`config.mk`:
```
export PLATFORM = sky130hd
export DESIGN_NAME = connect4_turn_controller_flat
export DESIGN_NICKNAME = d
export VERILOG_FILES = /design/src/rtl/connect4_turn_controller_if.sv /design/src/rtl/connect4_turn_controller.sv /design/src/flat_wrapper.sv
export SDC_FILE = /design/constraint.sdc
export NUM_CORES = 1
export LEC_CHECK = 0
export ABC_AREA = 1
export CORE_MARGIN = 4
export CORE_UTILIZATION = 50
export DETAILED_ROUTE_END_ITERATION = 7
export PLACE_DENSITY_LB_ADDON = 0.1
export SLEW_MARGIN = 25
export SYNTH_ARGS = -nofsm -noshare
export SYNTH_HDL_FRONTEND = slang
export SYNTH_SLANG_ARGS = --single-unit
```
`constraint.sdc`:
```
create_clock -name clk -period 2.25 [get_ports clk]
set_input_delay 0.45 -clock clk [delete_from_list [all_inputs] [get_ports clk]]
set_output_delay 0.45 -clock clk [all_outputs]
set_load 0.05 [all_outputs]
```
`src/rtl/connect4_turn_controller_if.sv`:
```
// Board access and win-check handshake between the Connect-4 turn controller
// (master) and the board storage / win checker (slave).
interface connect4_turn_controller_if #(
  parameter int ROWS = 6,
  parameter int COLS = 7
);
  localparam int RW = $clog2(ROWS);
  localparam int CW = $clog2(COLS);

  logic [RW-1:0] rd_row;
  logic [CW-1:0] rd_col;
  logic [1:0]    rd_cell;

  logic          wr_en;
  logic [RW-1:0] wr_row;
  logic [CW-1:0] wr_col;
  logic [1:0]    wr_data;

  logic          chk_req;
  logic [RW-1:0] chk_row;
  logic [CW-1:0] chk_col;
  logic          chk_done;
  logic          chk_win;

  modport master (
    output rd_row, rd_col, wr_en, wr_row, wr_col, wr_data, chk_req, chk_row, chk_col,
    input  rd_cell, chk_done, chk_win
  );

  modport slave (
    input  rd_row, rd_col, wr_en, wr_row, wr_col, wr_data, chk_req, chk_row, chk_col,
    output rd_cell, chk_done, chk_win
  );
endinterface

```
`src/rtl/connect4_turn_controller.sv`:
```
// Connect-4 move sequencer: column pulse -> landing-row scan -> write -> win check -> next player.
// Optional macro AUTO_DROP_EN: an expired turn drops a piece in the first non-full column instead of forfeiting.
module connect4_turn_controller #(
  parameter int ROWS        = 6,
  parameter int COLS        = 7,
  parameter int TURN_CYCLES = 377_625_000
) (
  input  logic                        clk,
  input  logic                        rst,
  input  logic [COLS-1:0]             col_pulse,
  connect4_turn_controller_if.master  bus,
  output logic [1:0]                  jugador,
  output logic                        inserted,
  output logic                        col_full,
  output logic                        timeout,
  output logic                        juego_terminado,
  output logic [1:0]                  winner
);
  localparam int RW = $clog2(ROWS);
  localparam int CW = $clog2(COLS);
  localparam int TW = (TURN_CYCLES > 1) ? $clog2(TURN_CYCLES) : 1;
  localparam logic [TW-1:0] TIMER_RELOAD = TW'(TURN_CYCLES - 1);
  localparam logic [RW-1:0] TOP_ROW      = RW'(ROWS - 1);
  localparam logic [5:0]    MAX_MOVES    = 6'(ROWS * COLS);
`ifdef AUTO_DROP_EN
  localparam logic [CW-1:0] LAST_COL     = CW'(COLS - 1);
`endif

  typedef enum logic [2:0] {
    IDLE,
    SCAN,
    WRITE,
    CHECK,
    SWITCH,
    OVER
  } state_t;

  state_t        state;
  logic [CW-1:0] cur_col;
  logic [RW-1:0] scan_row;
  logic [RW-1:0] land_row;
  logic [TW-1:0] timer;
  logic [5:0]    moves;
  logic          write_strobe;
  logic          chk_req;
  logic [CW-1:0] pulse_col;
`ifdef AUTO_DROP_EN
  logic          auto_move;
`endif

  // Lowest requested column wins; higher simultaneous requests are dropped.
  always_comb begin
    pulse_col = '0;
    for (int i = COLS - 1; i >= 0; i--) begin
      if (col_pulse[i]) pulse_col = CW'(i);
    end
  end

  assign bus.rd_row  = scan_row;
  assign bus.rd_col  = cur_col;
  assign bus.wr_en   = write_strobe;
  assign bus.wr_row  = land_row;
  assign bus.wr_col  = cur_col;
  assign bus.wr_data = jugador;
  assign bus.chk_req = chk_req;
  assign bus.chk_row = land_row;
  assign bus.chk_col = cur_col;
  assign inserted    = write_strobe;

  always_ff @(posedge clk or posedge rst) begin
    if (rst) begin
      state           <= IDLE;
      jugador         <= 2'b01;
      moves           <= '0;
      timer           <= TIMER_RELOAD;
      winner          <= 2'b00;
      cur_col         <= '0;
      scan_row        <= '0;
      land_row        <= '0;
      write_strobe    <= 1'b0;
      col_full        <= 1'b0;
      timeout         <= 1'b0;
      chk_req         <= 1'b0;
      juego_terminado <= 1'b0;
`ifdef AUTO_DROP_EN
      auto_move       <= 1'b0;
`endif
    end else begin
      write_strobe <= 1'b0;
      col_full     <= 1'b0;
      timeout      <= 1'b0;
      case (state)
        IDLE: begin
          if (timer != '0) timer <= timer - TW'(1);
          // A move request in the expiry cycle takes priority over the timeout.
          if (col_pulse != '0) begin
            cur_col  <= pulse_col;
            scan_row <= '0;
`ifdef AUTO_DROP_EN
            auto_move <= 1'b0;
`endif
            state    <= SCAN;
          end else if (timer == '0) begin
            timeout <= 1'b1;
`ifdef AUTO_DROP_EN
            cur_col   <= '0;
            scan_row  <= '0;
            auto_move <= 1'b1;
            state     <= SCAN;
`else
            state     <= SWITCH;
`endif
          end
        end
        SCAN: begin
          if (bus.rd_cell == 2'b00) begin
            land_row     <= scan_row;
            write_strobe <= 1'b1;
            state        <= WRITE;
          end else if (scan_row != TOP_ROW) begin
            scan_row <= scan_row + RW'(1);
`ifdef AUTO_DROP_EN
          end else if (auto_move && (cur_col != LAST_COL)) begin
            cur_col  <= cur_col + CW'(1);
            scan_row <= '0;
`endif
          end else begin
            col_full <= 1'b1;
            state    <= IDLE;
          end
        end
        WRITE: begin
          if (moves != 6'h3f) moves <= moves + 6'd1;
          chk_req <= 1'b1;
          state   <= CHECK;
        end
        CHECK: begin
          if (bus.chk_done) begin
            chk_req <= 1'b0;
            if (bus.chk_win) begin
              winner          <= jugador;
              juego_terminado <= 1'b1;
              state           <= OVER;
            end else if (moves == MAX_MOVES) begin
              winner          <= 2'b00;
              juego_terminado <= 1'b1;
              state           <= OVER;
            end else begin
              state <= SWITCH;
            end
          end
        end
        SWITCH: begin
          jugador <= (jugador == 2'b01) ? 2'b10 : 2'b01;
          timer   <= TIMER_RELOAD;
          state   <= IDLE;
        end
        OVER: begin
          state <= OVER;
        end
        default: begin
          state <= IDLE;
        end
      endcase
    end
  end
endmodule

```
`src/flat_wrapper.sv`:
```
// flat-port wrapper written by rule: the top's interface ports become plain ports
module connect4_turn_controller_flat 
#(
  parameter int ROWS        = 6,
  parameter int COLS        = 7,
  parameter int TURN_CYCLES = 377_625_000
)
  (clk, rst, col_pulse, jugador, inserted, col_full, timeout, juego_terminado, winner, bus_rd_row, bus_rd_col, bus_wr_en, bus_wr_row, bus_wr_col, bus_wr_data, bus_chk_req, bus_chk_row, bus_chk_col, bus_rd_cell, bus_chk_done, bus_chk_win);
  connect4_turn_controller_if #(.ROWS(ROWS), .COLS(COLS)) bus_i ();
  input  logic clk;
  input  logic rst;
  input  logic [COLS-1:0] col_pulse;
  output logic [1:0] jugador;
  output logic inserted;
  output logic col_full;
  output logic timeout;
  output logic juego_terminado;
  output logic [1:0] winner;
  output wire logic [$bits(bus_i.rd_row)-1:0] bus_rd_row;
  output wire logic [$bits(bus_i.rd_col)-1:0] bus_rd_col;
  output wire logic [$bits(bus_i.wr_en)-1:0] bus_wr_en;
  output wire logic [$bits(bus_i.wr_row)-1:0] bus_wr_row;
  output wire logic [$bits(bus_i.wr_col)-1:0] bus_wr_col;
  output wire logic [$bits(bus_i.wr_data)-1:0] bus_wr_data;
  output wire logic [$bits(bus_i.chk_req)-1:0] bus_chk_req;
  output wire logic [$bits(bus_i.chk_row)-1:0] bus_chk_row;
  output wire logic [$bits(bus_i.chk_col)-1:0] bus_chk_col;
  input wire logic [$bits(bus_i.rd_cell)-1:0] bus_rd_cell;
  input wire logic [$bits(bus_i.chk_done)-1:0] bus_chk_done;
  input wire logic [$bits(bus_i.chk_win)-1:0] bus_chk_win;
  assign bus_rd_row = bus_i.rd_row;
  assign bus_rd_col = bus_i.rd_col;
  assign bus_wr_en = bus_i.wr_en;
  assign bus_wr_row = bus_i.wr_row;
  assign bus_wr_col = bus_i.wr_col;
  assign bus_wr_data = bus_i.wr_data;
  assign bus_chk_req = bus_i.chk_req;
  assign bus_chk_row = bus_i.chk_row;
  assign bus_chk_col = bus_i.chk_col;
  assign bus_i.rd_cell = bus_rd_cell;
  assign bus_i.chk_done = bus_chk_done;
  assign bus_i.chk_win = bus_chk_win;
  connect4_turn_controller #(.ROWS(ROWS), .COLS(COLS), .TURN_CYCLES(TURN_CYCLES)) u_core (.clk(clk), .rst(rst), .col_pulse(col_pulse), .bus(bus_i), .jugador(jugador), .inserted(inserted), .col_full(col_full), .timeout(timeout), .juego_terminado(juego_terminado), .winner(winner));
endmodule
```
==> results of run 1 <==
## registers in the layout (all words and copies together) (netlist names)
signal	flops
u_core.state	3
u_core.juego_terminado	1
u_core.winner	2
u_core.bus.chk_row	3
u_core.col_full	1
u_core.bus.chk_req	1
u_core.bus.wr_en	1
u_core.bus.chk_col	3
u_core.bus.rd_row	3
u_core.timer	29
u_core.moves	6
u_core.timeout	1
u_core.bus.wr_data	2
## Yosys cell counts (all sizes together) (2+ instances only)
| cell type | n | area (µm²) |
|---|---|---|
| nand2 | 147 | 574 |
| nor2 | 73 | 305 |
| inv | 63 | 241 |
| dfrtp | 42 | 1050 |
| nand3 | 37 | 185 |
| o21ai | 30 | 199 |
| nand4 | 26 | 163 |
| buf | 18 | 148 |
| dfstp | 14 | 368 |
| a21oi | 6 | 30.0 |
| ha | 6 | 75.1 |
| xor2 | 6 | 52.6 |
| nor3 | 3 | 31.3 |
| a21o | 2 | 15.0 |
| clkbuf | 2 | 27.5 |
| o21bai | 2 | 15.0 |
| or2 | 2 | 12.5 |
| xnor2 | 2 | 17.5 |
## kinds of logic after synthesis
logic type,count (synthesis),synth area share (%)
AND/OR/NAND/NOR,290,36.2
buffers and inverters,83,11.7
flip-flops,56,39.9
AO/OA/AOI/OAI,44,8.10
XOR/XNOR,8,1.97
adder cells (fa/ha/maj),6,2.11
## path summary, 6_finish.rpt
kind | start | end | slack [ps] | cells past startpoint
max | u_core.bus.wr_data[0] | jugador[0] | 110 | 1
min | rst | u_core.juego_terminado | 490 | 3
max reg2reg | u_core.timer[6] | u_core.timer[16] | 290 | 9
min reg2reg | u_core.juego_terminado | u_core.juego_terminado | 490 | 1
max in group asynchronous | rst | u_core.timer[26] | 1450 | 3
min in group clk | u_core.juego_terminado | u_core.juego_terminado | 490 | 1
## cell type report
cell class	count	share of cell area (%)
Clock buffer	6	1.77
Timing Repair Buffer	49	11.9
Clock inverter	2	0.856
Tap cell	96	2.94
Multi-Input combinational cell	348	42.0
Inverter	63	5.90
Sequential cell	56	34.7
## metal layers
layer | GRT usage [%] | vias to the layer above | share of wire, %
li1 | - | 1607 | -
met1 | 25.4 | 1427 | 47
met5 | 0 | - | 0
met4 | 6.56 | 0 | 1.6
met2 | 32.8 | 54 | 48
met3 | 3.09 | 9 | 3.8
## power by group
part           leakage, nW  switching (mW)  internal (mW)  total (mW)
Sequential           0.699           0.410           1.46        1.87
Combinational         1.24            2.79           1.31        4.09
Clock               0.0552           0.326          0.331       0.657
Total                 2.00            3.52           3.10        6.62
==> metrics.txt, run 1 <==
Final Skew 10.4 ps; worst-path fanout max 4; placed cells 612; via count 3097; cell count after synthesis 487; Worst Path Arrival 1690 ps; die width 92.3 µm; worst-case clock buffer depth 2; Place WS 330 ps; final core utilization 59.9%; die footprint 0.00852 mm²; most frequent cells in the layout 140 x nand2_1, 68 x nor2_1, 59 x inv_1; critical path class reg2out; ys flop type dfrtp_1; Placer Congestion 0.834; DRT Pass-1 Iters 4; remaining routing DRC violations 0; total power draw 6.62 mW; Setup Viol. Count Final 0; syn_area_per_cell 7.30 µm²; area of the multi-input gates 0.00172 mm²; setup slack after layout 105 ps; Max-cap violations 0; power density over the cells 1620 mW/mm²; Core Region 0.00683 mm²; clock latency at the later pin of the worst-skew pair 310 ps; nets 542; worst hold margin 486 ps; Worst path slowest cell clkdlybuf4s50_1; outcome completed; die height 92.3 µm; CTS root buffer clkbuf_8; num rows 30; final slew viol count 0; crit end category output port; drt wl/cell 12.6 µm; commonest non-fill, non-tap cell in the layout nand2_1; max incr delay on CP 820 ps; Area after DPL 0.00398 mm²; EDFF count, synth 0; layout cells sized above 1 11.3%; CTS Hold Buffers Added 0; post-route cell area 0.00409 mm²; register area 0.00142 mm²; post-DR vias/cell 5.00; pin count of the biggest net entering global routing 57; post-synthesis sequential area ratio 39.9%; P_leak 2.00 nW; Buf+Inv Stages, Crit Path 1; ordered cell list for the critical path clkdlybuf4s50_1; first-pass GRT wire length 13500 µm; RSZ-0062 raised after global routing false; antenna violations before repair 0; number of synthesis warnings 0; final antenna-violating net count 0; Reg clk slew, reported paths 100 ps; WP data required 1800 ps; num ports 43; fill cell count 660; gr ovfl total 0; TNS Setup 0 ps; final hold viol count 0; htree depth 2; CP top delay family buffers and inverters; Hold WC Path Type in2async; Cell Count, Final, Fillers Out 620; mapped cell area 0.00355 mm²; DR iter-0 viols 127; clk sinks 56; crit path time final 2140 ps; number of port buffers 42; GRT Util Overall 19.4%; Startpoint Class flip-flop; post-CTS setup buffer count 0; Slew headroom 65.5%; starting density of the core 52.0%; Final period util 95.3%; VDD IR max 0.755 mV; vias in the first global route 2941; post-detail-place hpwl 5900 µm; Worst-Margin Slew 515 ps; syn nets 506; synth-to-layout area growth 15.1%; CTS Buf Count 5; CTS tree done; ys async rst share 100%; post-synthesis cell type count 38; WL final 7830 µm; n_diodes 0; Max Fclk 466 MHz; post-CTS sizing 0; flops & latches, synth 56
Power figures use the tool's default switching activity.
==> inputs of run 2 (changes only) <==
--- a/config.mk
+++ b/config.mk
@@ -9,6 +9,7 @@
 export CORE_MARGIN = 4
 export CORE_UTILIZATION = 50
 export DETAILED_ROUTE_END_ITERATION = 7
+export GPL_TIMING_DRIVEN = 0
 export PLACE_DENSITY_LB_ADDON = 0.1
 export SLEW_MARGIN = 25
 export SYNTH_ARGS = -nofsm -noshare
==> metrics.txt, run 2 (synthesis results as in run 1) <==
Cell Count, Final, Fillers Out 634 (+2.3%); setup slack after layout 127 ps (+21.3 ps); total power draw 6.81 mW (+2.9%); clk sinks 56 (unchanged); clock latency at the later pin of the worst-skew pair 310 ps (about the same); power density over the cells 1620 mW/mm² (about the same); max incr delay on CP 800 ps (-20 ps); worst-path fanout max 4 (unchanged); gr ovfl total 0 (unchanged); die height 92.3 µm (unchanged); Worst path slowest cell clkdlybuf4s50_1; CP top delay family buffers and inverters; num rows 30 (unchanged); starting density of the core 52.0% (unchanged); TNS Setup 0 ps (unchanged); pin count of the biggest net entering global routing 34 (-40%); outcome completed; first-pass GRT wire length 14500 µm (+7.8%); CTS Hold Buffers Added 0 (unchanged); worst-case clock buffer depth 2 (unchanged); commonest non-fill, non-tap cell in the layout nand2_1; final hold viol count 0 (unchanged); placed cells 626 (+2.3%); Buf+Inv Stages, Crit Path 1 (unchanged); number of port buffers 42 (unchanged); htree depth 2 (unchanged); CTS Buf Count 5 (unchanged); worst r2r src u_core.timer[0]; Worst Path Arrival 1670 ps (-20 ps); fill cell count 655 (-0.76%); Core Region 0.00683 mm² (unchanged); final core utilization 61.6% (+1.8 points); post-detail-place hpwl 6360 µm (+7.7%); crit path time final 2120 ps (-21.3 ps); reg-to-reg endpoint u_core.timer[10]; GRT Util Overall 21.2% (+1.8 points); Startpoint Class flip-flop; VDD IR max 1.12 mV (+48%); max reg flops 29 (unchanged); P_leak 2.08 nW (+4.3%); register area 0.00142 mm² (unchanged); crit end category output port; drt wl/cell 12.9 µm (+2.1%); worst hold margin 439 ps (-46.8 ps); post-route cell area 0.00421 mm² (+2.9%); CTS root buffer clkbuf_8; area of the multi-input gates 0.00172 mm² (unchanged); Reg clk slew, reported paths 100 ps (about the same); Max-cap violations 0 (unchanged); post-DR vias/cell 5.06 (+1.2%); CTS tree done; Placer Congestion 0.928 (+11%); biggest registers after layout u_core.timer (29), u_core.moves (6); most frequent cells in the layout 140 x nand2_1, 68 x nor2_1, 59 x inv_1; final slew viol count 0 (unchanged); Worst-Margin Slew 550 ps (+34.6 ps); Biggest register u_core.timer; nets 556 (+2.6%); synth-to-layout area growth 18.5%; final antenna-violating net count 0 (unchanged); DR iter-0 viols 191 (+50%); worst reg-to-reg path cell count 10 (+1); RSZ-0062 raised after global routing false; Final Skew 7.95 ps (-2.41 ps); vias in the first global route 3085 (+4.9%); num ports 43 (unchanged); via count 3206 (+3.5%); layout cells sized above 1 13.8% (+2.5 points); Slew headroom 63.1% (-2.4 points); die footprint 0.00852 mm² (unchanged); Setup Viol. Count Final 0 (unchanged); Place WS 298 ps (-32.5 ps); ordered cell list for the critical path clkdlybuf4s50_1; Max Fclk 471 MHz (+1.0%); DRT Pass-1 Iters 4 (unchanged); WP data required 1800 ps (about the same); WL final 8180 µm (+4.4%); Hold WC Path Type in2async; Final period util 94.4% (-0.95 points); remaining routing DRC violations 0 (unchanged); antenna violations before repair 0 (unchanged); Area after DPL 0.00412 mm² (+3.3%); critical path class reg2out; die width 92.3 µm (unchanged); n_diodes 0 (unchanged); reg2reg setup slack 340 ps (+50 ps)
## run 2: changes by cell type in the layout (fill, tap and decap cells not counted), sizes merged
cell           previous run  this run
buf                       7        19
clkbuf                    6         8
bufinv                    1         0
clkdlybuf4s50            42        41
clkinv                    1         2
dlymetal6s2s              0         1
## run 2: report_power, final
group | switching [mW] | internal [mW]
Sequential | 0.415 | 1.46
Combinational | 2.86 | 1.51
Clock | 0.325 | 0.247
Total | 3.60 | 3.21
## run 2: per-layer routing
metal | GRT usage (%) | share of wire [%] | vias to the layer above
li1 | - | - | 1638
met1 | 27.9 | 46 | 1474
met2 | 35.7 | 47 | 79
met3 | 3.49 | 4.9 | 15
met4 | 6.68 | 1.9 | 0
met5 | 0 | 0 | -
## run 2: area by class of cell
| class | count | share of cell area (%) |
|---|---|---|
| multi-input cells | 348 | 40.8 |
| flip-flops and latches | 56 | 33.7 |
| repair buffers | 43 | 10.5 |
| inverters | 63 | 5.79 |
| plain buffers | 20 | 4.16 |
| well taps | 96 | 2.85 |
| clock buffers | 6 | 1.96 |
| clock inverters | 2 | 0.238 |
## run 2: worst max-delay path by stage
stage	endpoint	from	depth (start not counted)	slack [ps]
final	bus_wr_data[0]	u_core.bus.wr_data[0]	1	130
after global routing	bus_wr_data[0]	u_core.bus.wr_data[0]	1	70
after CTS	jugador[0]	u_core.bus.wr_data[0]	2	20
after detailed placement	u_core.state[0]	col_pulse[5]	7	300
after global placement	u_core.timer[6]	rst	2	-620
after floorplan	u_core.bus.chk_col[0]	rst	1	450
## run 2: timing repair
action,in CTS,in global routing
gates resized for setup,0,1
setup endpoints to repair,0,1
buffers inserted,0,0
